File: src/rtl/mdu_issue_ctrl_pkg.sv
// Shared MDU definitions: op encodings, occupancy states, default latencies and op-class helpers.
// The MDU datapath imports the same package so both sides agree on encodings.
package mdu_issue_ctrl_pkg;

   typedef enum logic [3:0] {
      MDU_NOP   = 4'd0,
      MDU_MULT  = 4'd1,
      MDU_MULTU = 4'd2,
      MDU_DIV   = 4'd3,
      MDU_DIVU  = 4'd4,
      MDU_MFHI  = 4'd5,
      MDU_MFLO  = 4'd6,
      MDU_MTHI  = 4'd7,
      MDU_MTLO  = 4'd8
   } mdu_op_e;

   typedef enum logic {
      ST_IDLE = 1'b0,
      ST_BUSY = 1'b1
   } occ_state_e;

   localparam int MULT_CYCLES_DEF = 5;
   localparam int DIV_CYCLES_DEF  = 10;
   localparam int CNT_W_DEF       = 5;

   // Ops that launch a multi-cycle MDU computation.
   function automatic logic is_start_op(input mdu_op_e op);
      return (op == MDU_MULT) || (op == MDU_MULTU) ||
             (op == MDU_DIV)  || (op == MDU_DIVU);
   endfunction

   function automatic logic is_div_op(input mdu_op_e op);
      return (op == MDU_DIV) || (op == MDU_DIVU);
   endfunction

endpackage

File: src/rtl/mdu_issue_ctrl_if.sv
// D->E MDU issue bundle: D-stage request, E-stage MDU drive, and status back to the pipeline.
interface mdu_issue_ctrl_if;
   import mdu_issue_ctrl_pkg::*;

   // d_valid qualifies the D-stage op; stall_d is the inverse of ready. An op
   // transfers into E only at an edge with d_valid=1, stall_d=0 and e_flush=0.
   logic        d_valid;
   mdu_op_e     d_mdu_op;
   logic [31:0] d_rs;
   logic [31:0] d_rt;
   logic        e_flush;
   logic        mdu_busy;

   logic        mdu_start;
   mdu_op_e     mdu_op;
   logic [31:0] mdu_a;
   logic [31:0] mdu_b;
   logic        stall_d;
   logic        busy_mismatch;
   logic [31:0] stall_cnt;

   modport master (
      output d_valid, d_mdu_op, d_rs, d_rt, e_flush, mdu_busy,
      input  mdu_start, mdu_op, mdu_a, mdu_b, stall_d, busy_mismatch, stall_cnt
   );

   modport slave (
      input  d_valid, d_mdu_op, d_rs, d_rt, e_flush, mdu_busy,
      output mdu_start, mdu_op, mdu_a, mdu_b, stall_d, busy_mismatch, stall_cnt
   );

endinterface

File: src/rtl/mdu_issue_ctrl_occ_tracker.sv
// Shadow copy of MDU occupancy: IDLE/BUSY FSM with a down-counter loaded on each start,
// plus a sticky flag raised whenever the shadow disagrees with the real MDU busy.
module mdu_occ_tracker
   import mdu_issue_ctrl_pkg::*;
#(
   parameter int MULT_CYCLES = MULT_CYCLES_DEF,
   parameter int DIV_CYCLES  = DIV_CYCLES_DEF,
   parameter int CNT_W       = CNT_W_DEF
) (
   input  logic       i_clk,
   input  logic       i_rst_n,
   input  logic       i_start,
   input  mdu_op_e    i_op,
   input  logic       i_mdu_busy,
   output occ_state_e o_state,
   output logic       o_busy_mismatch
);

   occ_state_e       r_state;
   occ_state_e       w_state_nxt;
   logic [CNT_W-1:0] r_cnt;
   logic [CNT_W-1:0] w_cnt_nxt;
   logic             r_mismatch;
   logic             w_mismatch_nxt;

   always_ff @(posedge i_clk or negedge i_rst_n) begin
      if (!i_rst_n) begin
         r_state    <= ST_IDLE;
         r_cnt      <= '0;
         r_mismatch <= 1'b0;
      end else begin
         r_state    <= w_state_nxt;
         r_cnt      <= w_cnt_nxt;
         r_mismatch <= w_mismatch_nxt;
      end
   end

   // The count is loaded with latency-1 so BUSY spans exactly the MDU's busy window.
   always_comb begin
      w_state_nxt    = r_state;
      w_cnt_nxt      = r_cnt;
      w_mismatch_nxt = r_mismatch | ((r_state == ST_BUSY) != i_mdu_busy);
      case (r_state)
         ST_IDLE: begin
            if (i_start) begin
               w_state_nxt = ST_BUSY;
               w_cnt_nxt   = is_div_op(i_op) ? CNT_W'(DIV_CYCLES - 1)
                                             : CNT_W'(MULT_CYCLES - 1);
            end
         end
         ST_BUSY: begin
            if (r_cnt == '0) begin
               w_state_nxt = ST_IDLE;
            end else begin
               w_cnt_nxt = r_cnt - CNT_W'(1);
            end
         end
         default: w_state_nxt = ST_IDLE;
      endcase
   end

   assign o_state         = r_state;
   assign o_busy_mismatch = r_mismatch;

endmodule

File: src/rtl/mdu_issue_ctrl.sv
// D->E issue stage for the MDU: E-stage op/operand register, start pulse, D-stage
// MDU-class stall, and a saturating stall-cycle counter.
module mdu_issue_ctrl
   import mdu_issue_ctrl_pkg::*;
#(
   parameter int MULT_CYCLES = MULT_CYCLES_DEF,
   parameter int DIV_CYCLES  = DIV_CYCLES_DEF,
   parameter int CNT_W       = CNT_W_DEF
) (
   input  logic             i_clk,
   input  logic             i_reset,
   mdu_issue_ctrl_if.slave  io_mdu,
   output occ_state_e       o_state
);

   logic        r_start;
   mdu_op_e     r_op;
   logic [31:0] r_a;
   logic [31:0] r_b;
   logic [31:0] r_stall_cnt;
   occ_state_e  w_state;
   logic        w_busy_mismatch;
   logic        w_mdu_class;
   logic        w_stall;

   // A start pending in E also blocks D: the tracker only sees it at the next edge.
   assign w_mdu_class = (io_mdu.d_mdu_op != MDU_NOP);
   assign w_stall     = io_mdu.d_valid & w_mdu_class & ((w_state == ST_BUSY) | r_start);

   always_ff @(posedge i_clk or negedge i_reset) begin
      if (!i_reset) begin
         r_start <= 1'b0;
         r_op    <= MDU_NOP;
         r_a     <= '0;
         r_b     <= '0;
      end else if (io_mdu.e_flush) begin
         r_start <= 1'b0;
         r_op    <= MDU_NOP;
      end else if (w_stall || !io_mdu.d_valid) begin
         r_start <= 1'b0;
         r_op    <= MDU_NOP;
      end else begin
         r_start <= is_start_op(io_mdu.d_mdu_op);
         r_op    <= io_mdu.d_mdu_op;
         r_a     <= io_mdu.d_rs;
         r_b     <= io_mdu.d_rt;
      end
   end

   always_ff @(posedge i_clk or negedge i_reset) begin
      if (!i_reset) begin
         r_stall_cnt <= '0;
      end else if (w_stall && (r_stall_cnt != '1)) begin
         r_stall_cnt <= r_stall_cnt + 32'd1;
      end
   end

   mdu_occ_tracker #(
      .MULT_CYCLES (MULT_CYCLES),
      .DIV_CYCLES  (DIV_CYCLES),
      .CNT_W       (CNT_W)
   ) u_occ (
      .i_clk           (i_clk),
      .i_rst_n         (i_reset),
      .i_start         (r_start),
      .i_op            (r_op),
      .i_mdu_busy      (io_mdu.mdu_busy),
      .o_state         (w_state),
      .o_busy_mismatch (w_busy_mismatch)
   );

   assign io_mdu.mdu_start     = r_start;
   assign io_mdu.mdu_op        = r_op;
   assign io_mdu.mdu_a         = r_a;
   assign io_mdu.mdu_b         = r_b;
   assign io_mdu.stall_d       = w_stall;
   assign io_mdu.busy_mismatch = w_busy_mismatch;
   assign io_mdu.stall_cnt     = r_stall_cnt;
   assign o_state              = w_state;

endmodule
File: src/flat_wrapper.sv
// flat-port wrapper written by rule: the top's interface ports become plain ports
module mdu_issue_ctrl_flat import mdu_issue_ctrl_pkg::*;
#(
   parameter int MULT_CYCLES = MULT_CYCLES_DEF,
   parameter int DIV_CYCLES  = DIV_CYCLES_DEF,
   parameter int CNT_W       = CNT_W_DEF
)
  (i_clk, i_reset, o_state, io_mdu_d_valid, io_mdu_d_mdu_op, io_mdu_d_rs, io_mdu_d_rt, io_mdu_e_flush, io_mdu_mdu_busy, io_mdu_mdu_start, io_mdu_mdu_op, io_mdu_mdu_a, io_mdu_mdu_b, io_mdu_stall_d, io_mdu_busy_mismatch, io_mdu_stall_cnt);
  mdu_issue_ctrl_if io_mdu_i ();
  input  logic i_clk;
  input  logic i_reset;
  output occ_state_e o_state;
  input wire logic [$bits(io_mdu_i.d_valid)-1:0] io_mdu_d_valid;
  input wire logic [$bits(io_mdu_i.d_mdu_op)-1:0] io_mdu_d_mdu_op;
  input wire logic [$bits(io_mdu_i.d_rs)-1:0] io_mdu_d_rs;
  input wire logic [$bits(io_mdu_i.d_rt)-1:0] io_mdu_d_rt;
  input wire logic [$bits(io_mdu_i.e_flush)-1:0] io_mdu_e_flush;
  input wire logic [$bits(io_mdu_i.mdu_busy)-1:0] io_mdu_mdu_busy;
  output wire logic [$bits(io_mdu_i.mdu_start)-1:0] io_mdu_mdu_start;
  output wire logic [$bits(io_mdu_i.mdu_op)-1:0] io_mdu_mdu_op;
  output wire logic [$bits(io_mdu_i.mdu_a)-1:0] io_mdu_mdu_a;
  output wire logic [$bits(io_mdu_i.mdu_b)-1:0] io_mdu_mdu_b;
  output wire logic [$bits(io_mdu_i.stall_d)-1:0] io_mdu_stall_d;
  output wire logic [$bits(io_mdu_i.busy_mismatch)-1:0] io_mdu_busy_mismatch;
  output wire logic [$bits(io_mdu_i.stall_cnt)-1:0] io_mdu_stall_cnt;
  assign io_mdu_i.d_valid = io_mdu_d_valid;
  assign io_mdu_i.d_mdu_op = io_mdu_d_mdu_op;
  assign io_mdu_i.d_rs = io_mdu_d_rs;
  assign io_mdu_i.d_rt = io_mdu_d_rt;
  assign io_mdu_i.e_flush = io_mdu_e_flush;
  assign io_mdu_i.mdu_busy = io_mdu_mdu_busy;
  assign io_mdu_mdu_start = io_mdu_i.mdu_start;
  assign io_mdu_mdu_op = io_mdu_i.mdu_op;
  assign io_mdu_mdu_a = io_mdu_i.mdu_a;
  assign io_mdu_mdu_b = io_mdu_i.mdu_b;
  assign io_mdu_stall_d = io_mdu_i.stall_d;
  assign io_mdu_busy_mismatch = io_mdu_i.busy_mismatch;
  assign io_mdu_stall_cnt = io_mdu_i.stall_cnt;
  mdu_issue_ctrl #(.MULT_CYCLES(MULT_CYCLES), .DIV_CYCLES(DIV_CYCLES), .CNT_W(CNT_W)) u_core (.i_clk(i_clk), .i_reset(i_reset), .io_mdu(io_mdu_i), .o_state(o_state));
endmodule
File: config.mk
export PLATFORM = sky130hd
export DESIGN_NAME = mdu_issue_ctrl_flat
export DESIGN_NICKNAME = d
export VERILOG_FILES = /design/src/rtl/mdu_issue_ctrl_pkg.sv /design/src/rtl/mdu_issue_ctrl_if.sv /design/src/rtl/mdu_issue_ctrl_occ_tracker.sv /design/src/rtl/mdu_issue_ctrl.sv /design/src/flat_wrapper.sv
export SDC_FILE = /design/constraint.sdc
export NUM_CORES = 1
export LEC_CHECK = 0
export BUFFER_PORTS_ARGS = -buffer_cell sky130_fd_sc_hd__buf_2
export CAP_MARGIN = 20
export CORE_MARGIN = 4
export CORE_UTILIZATION = 30
export DETAILED_ROUTE_END_ITERATION = 8
export PLACE_DENSITY_LB_ADDON = 0.25
export REMOVE_ABC_BUFFERS = 1
export SLEW_MARGIN = 5
export SYNTH_ARGS = -nofsm -noshare
export SYNTH_HDL_FRONTEND = slang
export SYNTH_HIERARCHICAL = 1
export SYNTH_SLANG_ARGS = --single-unit
File: constraint.sdc
create_clock -name i_clk -period 2.6 [get_ports i_clk]
set_clock_uncertainty 0.2 [all_clocks]
set_input_delay 0.52 -clock i_clk [delete_from_list [all_inputs] [get_ports i_clk]]
set_output_delay 0.52 -clock i_clk [all_outputs]
set_load 0.02 [all_outputs]
==> flow_metrics.py, run 1 <==
metrics = {
    "run_status": {
        "status": "finished clean",
    },
    "grt": {
        "antenna_found_initial": 0,
        "grt_max_degree": 42,
        "track_usage_pct": 12.2,
        "gr-total-overflow": 0,
        "grt_pass1_vias": 3193,
        "grt_pass1_wl_mm": 16.3,
    },
    "critical_path": {
        "crit_path_end_kind": "primary output",
        "r2r_end": "u_core/io_mdu.stall_cnt[27]",
        "crit_path_start_kind": "input pin",
        "cp_max_fo": 4,
        "cp.required_ns": 1.88,
        "cp.arrival_ns": 1.73,
        "path_class": "input pin to primary output",
        "reg2reg_from": "u_core/io_mdu.stall_cnt[16]",
        "rrSetupSlack_ns": 0.23,
        "ff2ff_path_depth": 5,
    },
    "synth": {
        "ys_ff_latch": 108,
        "syn_inst": 342,
        "synthesis.area_um2": 4530,
        "async_reset_ff_share_pct": 100,
        "synth_cell_types": 43,
        "yosysSeqAreaShare_pct": 59.7,
        "synth_area_per_cell_um2": 13.2,
        "ys.flop_type": "dfrtp_1",
        "synth_warnings": 6,
        "synth_edf_count": 0,
    },
    "final_layout": {
        "final_cell_area_um2": 5980,
        "final_common_cell": "buf_2",
        "drive_above_1_share_pct": 51.6,
        "syn2layout_area_growth_pct": 32.2,
        "nNetsFinal": 601,
        "mostFrequentLayoutCells": "175 x buf_2, 108 x dfrtp_1, 64 x mux2_2",
        "antenna_cells": 0,
    },
    "placed_design": {
        "port_buffers": 176,
        "preCtsSetupSlack_ns": 0.0898,
        "placed_area_um2": 5690,
        "dpl.hpwl_mm": 8.14,
        "gp_congestion": 0.808,
    },
    "sta": {
        "slew_viol_final": 0,
        "relSlewSlack_pct": 58.8,
        "setup_viol": 0,
        "hold_viol_final": 0,
        "rsz0062_at_grt": "false",
        "fin_crit_sh_pct": 94.1,
        "tightest_slew_ns": 0.615,
        "setup_slack_ns": 0.154,
        "fin_crit_ns": 2.45,
        "tns_ns": 0,
        "fmax_mhz": 409,
    },
    "power_and_ir_drop": {
        "powerDensity_nw_per_um2": 856,
        "power_leakage_nw": 3.03,
        "power.total_w": 0.00512,
        "peakVddDrop_uv": 349,
    },
    "min_path": {
        "min_path_type": "input pin to flop",
        "whs_path_depth": 2,
        "min_to": "u_core/io_mdu.mdu_start",
        "min_from": "io_mdu_d_mdu_op[3]",
    },
    "flow_run": {
        "drv_cap": 0,
    },
    "drt": {
        "totalWireLength_mm": 10.8,
        "drc": 0,
        "viasPerCell": 4.55,
        "drtAntennaViolNets": 0,
        "vias": 3253,
        "wl_per_cell_um": 15.1,
        "drtIter0Drc": 86,
        "first_pass_iters": 4,
    },
    "floorplanning": {
        "core_um2": 14600,
        "die-area_um2": 17100,
        "io_pins": 177,
        "start_util_pct": 30.9,
        "rows": 44,
        "die_h_um": 131,
        "die_x_um": 131,
    },
    "clocking": {
        "root_buffer": "clkbuf_16",
        "clk_pin_slew_ns": 0.06,
        "clock_sinks": 108,
        "cts_buffers": 9,
        "clk_path_buf_depth": 2,
        "ctsHtreeMaxLevel": 3,
        "clock_latency_ns": 0.34,
        "tritoncts": "built",
    },
}
[registers in the layout (all words and copies together) (netlist names)]
| signal | flops |
|---|---|
| u_core/io_mdu.mdu_a | 32 |
| u_core/io_mdu.mdu_b | 32 |
| u_core/io_mdu.stall_cnt | 32 |
| u_core/u_occ/r_cnt | 5 |
| u_core/io_mdu.mdu_op | 4 |
| u_core/io_mdu.mdu_start | 1 |
| u_core/u_occ/o_busy_mismatch | 1 |
| u_core/u_occ/o_state | 1 |
[timing repair]
action / CTS / global route
hold buffers: 1 / 0
endpoints found under the hold margin: 35 / 0
gates resized for setup: 0 / 0
setup buffers: 0 / 0
endpoints found under the setup margin: 0 / 0
[cells by family (layout without fill, tap and decap cells)]
group	after synthesis	after routing	share of synthesized area [%]
compound gates	16	16	2.32
simple gates	94	94	11.4
flops	108	108	59.7
fa+ha+maj	2	2	0.553
mux	67	67	17.1
xor+xnor	32	32	6.19
buf+inv	23	212	2.76
[worst max-delay path, stage by stage]
cell and delay (ns):
buf_2 0.12, nor4_1 0.48, or2_1 0.26, buf_4 0.15
inv_1 0.05, buf_2 0.15
[Yosys cell counts, types with 2 or more instances]
master,n,share of area (%)
nand4_1,11,1.5
xor2_1,18,3.5
o21ai_1,2,0.22
a21oi_1,2,0.22
nor3_1,12,1.3
buf_6,4,1.0
and3_1,7,0.97
nor2_1,23,1.9
xnor2_1,14,2.7
mux2_2,64,16
ha_1,2,0.55
buf_2,7,0.77
nand2_1,13,1.1
nand2b_1,2,0.28
mux2_4,2,0.66
o21ai_0,5,0.55
dfrtp_1,108,60
nor4_1,2,0.28
inv_1,10,0.83
nand3_1,10,1.1
and4_1,2,0.39
[stage by stage]
step / std cells / utilization [%] / hold WS, ns
3_3_place_gp: 698 / 38.8 / 0.255
6_report: 715 / 40.8 / 0.176
2_1_floorplan: 330 / - / 0.0244
4_1_cts: 715 / 40.8 / 0.160
5_1_grt: 715 / 40.8 / 0.166
3_5_place_dp: 698 / 38.8 / 0.256
[per-layer routing]
layer / GRT usage [%] / wire length (um)
met5: 0 / 0
met4: 5.20 / 180
met3: 2.72 / 593
met2: 19.8 / 5420
met1: 15.9 / 4590
[worst max path at each step]
stage | startpoint | endpoint | slack (ns)
CTS | io_mdu_d_mdu_op[0] | io_mdu_stall_d | 0.13
floorplan | io_mdu_d_mdu_op[0] | u_core/io_mdu.mdu_a[0] | -0.27
detailed placement | io_mdu_d_mdu_op[0] | u_core/io_mdu.mdu_b[26] | 0.09
global route | io_mdu_d_mdu_op[0] | io_mdu_stall_d | 0.07
finish | io_mdu_d_mdu_op[0] | io_mdu_stall_d | 0.15
global placement | io_mdu_d_mdu_op[0] | u_core/io_mdu.mdu_b[4] | 0.12
[report_power, final]
part	total [W]	leakage [nW]	internal, W	switching [W]
Combinational	0.00157	1.56	0.000682	0.000892
Clock	0.00131	0.143	0.000683	0.000623
Sequential	0.00224	1.33	0.00203	0.000207
Total	0.00512	3.03	0.00340	0.00172
[area by class of cell]
class / count / area, um2
clock buffer: 10 / 239
clock inverter: 6 / 45.0
fill: 1407 / 8660
inverter: 11 / 41.3
multi-input combinational: 211 / 1710
sequential: 108 / 2700
tap: 184 / 230
timing repair buffer: 185 / 1020
(Power assumes the default switching activity.)
==> run 2, diff against run 1 <==
--- a/config.mk
+++ b/config.mk
@@ -5,6 +5,7 @@
 export SDC_FILE = /design/constraint.sdc
 export NUM_CORES = 1
 export LEC_CHECK = 0
+export ABC_AREA = 1
 export BUFFER_PORTS_ARGS = -buffer_cell sky130_fd_sc_hd__buf_2
 export CAP_MARGIN = 20
 export CORE_MARGIN = 4
==> flow_metrics.py, run 2 <==
metrics = {
    "run_status": {
        "status": "finished clean",
    },
    "clocking": {
        "clock_sinks": 108,
        "cts_buffers": 9,
        "cts_hold_buf": 1,
        "post_cts_resized": 0,
        "clk_pin_slew_ns": 0.07,
        "tritoncts": "built",
        "clock_latency_ns": 0.35,
        "ctsHtreeMaxLevel": 3,
        "cts_setup_buffers": 0,
        "clk_path_buf_depth": 2,
        "root_buffer": "clkbuf_16",
    },
    "final_layout": {
        "antenna_cells": 0,
        "finalCoreUtilization_pct": 39.3,
        "syn2layout_area_growth_pct": 27.7,
        "nNetsFinal": 953,
        "mostFrequentLayoutCells": "249 x nand2_1, 175 x buf_2, 108 x dfrtp_1",
        "final_cells": 1108,
        "final_common_cell": "nand2_1",
        "drive_above_1_share_pct": 26.0,
        "final_cell_area_um2": 6810,
    },
    "placed_design": {
        "placed_area_um2": 6490,
        "port_buffers": 176,
        "gp_congestion": 0.878,
        "dpl.hpwl_mm": 10.6,
        "dpl.cell_count": 1091,
    },
    "drt": {
        "vias": 4724,
        "wl_per_cell_um": 12.7,
        "first_pass_iters": 4,
        "drtAntennaViolNets": 0,
        "drtIter0Drc": 231,
        "viasPerCell": 4.26,
        "totalWireLength_mm": 14.0,
        "drc": 0,
    },
    "critical_path": {
        "reg2reg_from": "u_core/io_mdu.stall_cnt[0]",
        "cp.arrival_ns": 1.57,
        "cp_max_fo": 6,
        "rrSetupSlack_ns": 0.34,
        "cp.required_ns": 1.88,
        "ff2ff_path_depth": 9,
        "r2r_end": "u_core/io_mdu.stall_cnt[6]",
        "crit_path_end_kind": "primary output",
        "path_class": "flop to primary output",
        "crit_path_start_kind": "flop",
    },
    "floorplanning": {
        "start_util_pct": 30.7,
        "die-area_um2": 20000,
        "die_x_um": 141,
        "io_pins": 177,
        "rows": 48,
        "core_um2": 17400,
        "die_h_um": 141,
    },
    "synth": {
        "ys.flop_type": "dfrtp_1",
        "yosysSeqAreaShare_pct": 50.6,
        "synth_edf_count": 0,
        "synth_area_per_cell_um2": 7.61,
        "synth_top_area_cell": "dfrtp_1",
        "ys_ff_latch": 108,
        "syn_inst": 701,
        "ys_top_cells_by_area": "dfrtp_1 51%, nand2_1 18%, inv_1 7.0%, o21ai_0 6.6%, nor2_1 4.9%",
        "yosysMostFrequentCell": "nand2_1",
        "synth_warnings": 6,
        "synth_top_area_share_pct": 50.6,
        "netlist_top_cells_count": "249 x nand2_1, 108 x dfrtp_1, 99 x inv_1",
        "async_reset_ff_share_pct": 100,
        "synth_cell_types": 30,
        "synthesis.area_um2": 5340,
    },
    "sta": {
        "hold_ws_ns": 0.170,
        "fin_crit_ns": 2.29,
        "tightest_slew_ns": 0.475,
        "tns_ns": 0,
        "fin_crit_sh_pct": 88.1,
        "hold_viol_final": 0,
        "slew_viol_final": 0,
        "rsz0062_at_grt": "false",
        "relSlewSlack_pct": 68.3,
        "setup_viol": 0,
        "fmax_mhz": 437,
    },
    "grt": {
        "antenna_found_initial": 0,
        "gr-total-overflow": 0,
        "grt_pass1_wl_mm": 23.1,
        "grt_pass1_vias": 4473,
        "track_usage_pct": 14.5,
        "grt_max_degree": 72,
    },
    "power_and_ir_drop": {
        "peakVddDrop_uv": 405,
        "power_leakage_nw": 3.73,
        "powerDensity_nw_per_um2": 747,
    },
    "min_path": {
        "min_to": "u_core/u_occ/o_busy_mismatch",
        "min_path_type": "input pin to flop",
        "whs_path_depth": 2,
        "min_from": "io_mdu_mdu_busy",
    },
    "flow_run": {
        "drv_cap": 0,
    },
}
==> run 2: cell count changes in the layout (fill, tap and decap cells not counted), sizes merged, moves of 9 or more <==
cell	delta
inv	+93
mux2	-66
nand2	+253
nand3	+19
nand4	-11
nor2	+52
nor3	-11
o21ai	+64
xnor2	-9
xor2	-11
==> run 2: area by class of cell <==
cell class | count | area [um2]
Clock inverter | 5 | 66.3
Timing Repair Buffer | 185 | 991
Tap cell | 225 | 282
Fill cell | 1863 | 10500
Multi-Input combinational cell | 471 | 2140
Sequential cell | 108 | 2700
Clock buffer | 11 | 243
Inverter | 103 | 387
==> run 2: cell families after synthesis <==
| logic type | after synthesis | share of synthesized area [%] |
|---|---|---|
| xor gates and xnor gates | 12 | 1.97 |
| adders and majority gates | 2 | 0.469 |
| AOI/OAI and AO/OA | 77 | 7.57 |
| and+or+nand+nor | 380 | 30.0 |
| buffers and inverters | 122 | 9.36 |
| DFF | 108 | 50.6 |
==> run 2: how the worst max path moves through the flow <==
stage,startpoint,end
2_1_floorplan,u_core/u_occ/o_state,u_core/io_mdu.mdu_start
3_3_place_gp,u_core/io_mdu.stall_cnt[0],u_core/io_mdu.stall_cnt[5]
3_5_place_dp,u_core/io_mdu.stall_cnt[0],u_core/io_mdu.stall_cnt[5]
4_1_cts,u_core/io_mdu.mdu_start,io_mdu_stall_d
5_1_grt,u_core/io_mdu.stall_cnt[0],u_core/io_mdu.stall_cnt[6]
6_report,u_core/io_mdu.mdu_start,io_mdu_stall_d
==> run 2: per-layer routing <==
layer / share of wire, % / global-route usage, % / routed length, um
met1: 45 / 18.3 / 6300
met2: 45 / 22.9 / 6370
met3: 8.0 / 5.36 / 1120
met4: 1.7 / 4.85 / 244
met5: 0 / 0 / 0
==> run 2: through the flow <==
step | total power [W] | worst slack (ns)
finish | 0.00509 | 0.311
floorplan | 0.00310 | -0.309
global placement | 0.00369 | 0.433
CTS | 0.00520 | 0.260
global route | 0.00545 | 0.133
detailed placement | 0.00370 | 0.336
==> run 2: power breakdown <==
part | leakage, nW | switching [W] | internal, W
logic | 2.20 | 0.000968 | 0.000492
registers | 1.39 | 0.000194 | 0.00198
clock network | 0.149 | 0.000668 | 0.000789
==> run 2: critical path, stage by stage (launching register included) <==
cell     delay (ns)
dfrtp_1        0.42
or2_2          0.32
nand3_2        0.17
inv_1          0.13
buf_2          0.18
==> run 3, diff against run 2 <==
==> constraint.sdc (replaced) <==
create_clock -name i_clk -period 2.9 [get_ports i_clk]
set_clock_uncertainty 0.2 [all_clocks]
set_input_delay 0.58 -clock i_clk [delete_from_list [all_inputs] [get_ports i_clk]]
set_output_delay 0.58 -clock i_clk [all_outputs]
set_load 0.02 [all_outputs]
==> flow_metrics.py, run 3 (synthesized netlist as in run 2, its figures left out) <==
metrics = {
    "run_status": {
        "status": "finished clean",
    },
    "power_and_ir_drop": {
        "sw_frac_of_total_pct": 37.0,
        "powerDensity_nw_per_um2": 659,
        "p_comb_share_pct": 28.7,
        "seqPwrFrac_pct": 44.1,
        "power_leakage_nw": 3.72,
        "clockPowerShare_pct": 27.2,
        "power.switching_w": 0.00165,
        "power.total_w": 0.00447,
        "peakVddDrop_uv": 331,
        "internal_power_w": 0.00281,
    },
    "floorplanning": {
        "start_util_pct": 30.7,
        "die_h_um": 141,
        "io_pins": 177,
        "die_x_um": 141,
        "core_um2": 17400,
        "die-area_um2": 20000,
        "rows": 48,
    },
    "critical_path": {
        "crit_path_start_kind": "flop",
        "crit_buf_inv": 2,
        "cp.required_ns": 2.12,
        "cpPeakStageDelay_ns": 0.49,
        "worst_path_dominant_cell_family": "flip-flops",
        "cp.arrival_ns": 1.66,
        "cp_cell_sequence": "or2_2 -> nand3_2 -> inv_1 -> buf_2",
        "critPathLaunch": "u_core/u_occ/o_state",
        "reg2reg_from": "u_core/io_mdu.stall_cnt[0]",
        "worst-path-stages": 4,
        "path_class": "flop to primary output",
        "cp_max_fo": 8,
        "cpMaxStageDelayCell": "dfrtp_1",
        "ff2ff_path_depth": 10,
        "crit_path_end_kind": "primary output",
    },
    "sta": {
        "slew_viol_final": 0,
        "hold_ws_ns": 0.101,
        "fin_crit_ns": 2.44,
        "setup_viol": 0,
        "tightest_slew_ns": 0.745,
        "setup_slack_ns": 0.463,
        "fmax_mhz": 410,
        "relSlewSlack_pct": 50.3,
        "rsz0062_at_grt": "false",
        "hold_viol_final": 0,
        "fin_crit_sh_pct": 84.0,
    },
    "clocking": {
        "cts_setup_buffers": 0,
        "post_cts_resized": 0,
        "clock_sinks": 108,
        "cts_hold_buf": 0,
        "clk_path_buf_depth": 2,
        "clock_latency_ns": 0.35,
        "ctsHtreeMaxLevel": 3,
        "cts_buffers": 9,
        "tritoncts": "built",
        "clk_pin_slew_ns": 0.08,
        "root_buffer": "clkbuf_16",
    },
    "final_layout": {
        "syn2layout_area_growth_pct": 27.0,
        "nNetsFinal": 951,
        "drive_above_1_share_pct": 26.1,
        "final_common_cell": "nand2_1",
        "nFillCells": 1817,
        "mostFrequentLayoutCells": "249 x nand2_1, 175 x buf_2, 108 x dfrtp_1",
        "antenna_cells": 0,
    },
    "drt": {
        "viasPerCell": 4.27,
        "drtAntennaViolNets": 0,
        "drc": 0,
        "first_pass_iters": 7,
        "wl_per_cell_um": 12.7,
        "totalWireLength_mm": 14.1,
        "drtIter0Drc": 227,
        "vias": 4719,
    },
    "grt": {
        "antenna_found_initial": 0,
        "grt_pass1_vias": 4559,
        "gr-total-overflow": 0,
        "grt_pass1_wl_mm": 23.3,
        "track_usage_pct": 14.5,
        "grt_max_degree": 72,
    },
    "placed_design": {
        "port_buffers": 176,
        "gp_congestion": 0.917,
        "preCtsSetupSlack_ns": 0.585,
        "dpl.hpwl_mm": 10.6,
    },
    "flow_run": {
        "drv_cap": 0,
    },
    "min_path": {
        "min_path_type": "input pin to async pin",
    },
}
run 3: cell type report:
cell class / instances / area (um2) / area share (%)
Inverter: 103 / 387 / 5.71
Multi-Input combinational cell: 471 / 2140 / 31.6
Timing Repair Buffer: 183 / 973 / 14.4
Tap cell: 225 / 282 / 4.16
Clock buffer: 9 / 225 / 3.32
Sequential cell: 108 / 2700 / 39.9
Clock inverter: 7 / 62.6 / 0.923
run 3: through the flow:
step	cell area, um2	util (%)	setup TNS, ns	instances
final	6780	39.0	0	1106
after global routing	6780	39.0	0	1106
after CTS	6780	39.0	0	1106
after detailed placement	6490	37.4	0	1090
after global placement	6490	37.4	0	1090
after floorplan	5220	-	-0.00933	682
run 3: power groups by stage:
| stage | clock network (W) | logic, W | registers (W) |
|---|---|---|---|
| detailed placement | 0 | 0.00131 | 0.00199 |
| global route | 0.00132 | 0.00143 | 0.00201 |
| finish | 0.00122 | 0.00128 | 0.00197 |
| global placement | 0 | 0.00130 | 0.00200 |
| floorplan | 0 | 0.000487 | 0.00229 |
| CTS | 0.00127 | 0.00131 | 0.00197 |
run 3: metal layers:
metal | vias up | track usage [%] | share of wire, %
met5 | - | 0 | 0
met4 | 0 | 3.99 | 1.2
met3 | 12 | 4.79 | 8.4
met2 | 159 | 23.2 | 46
met1 | 2071 | 19.0 | 44
li1 | 2477 | - | -
run 3: worst paths after layout:
| path | endpoint | slack, ns |
|---|---|---|
| setup / recovery | io_mdu_stall_d | 0.46 |
| hold / removal | u_core/io_mdu.mdu_a[14] | 0.10 |
| setup reg to reg | u_core/io_mdu.stall_cnt[3] | 0.61 |
| hold reg to reg | u_core/io_mdu.mdu_a[2] | 0.28 |
| max in group asynchronous | u_core/io_mdu.mdu_a[4] | 1.72 |
| min in group i_clk | u_core/u_occ/o_busy_mismatch | 0.23 |
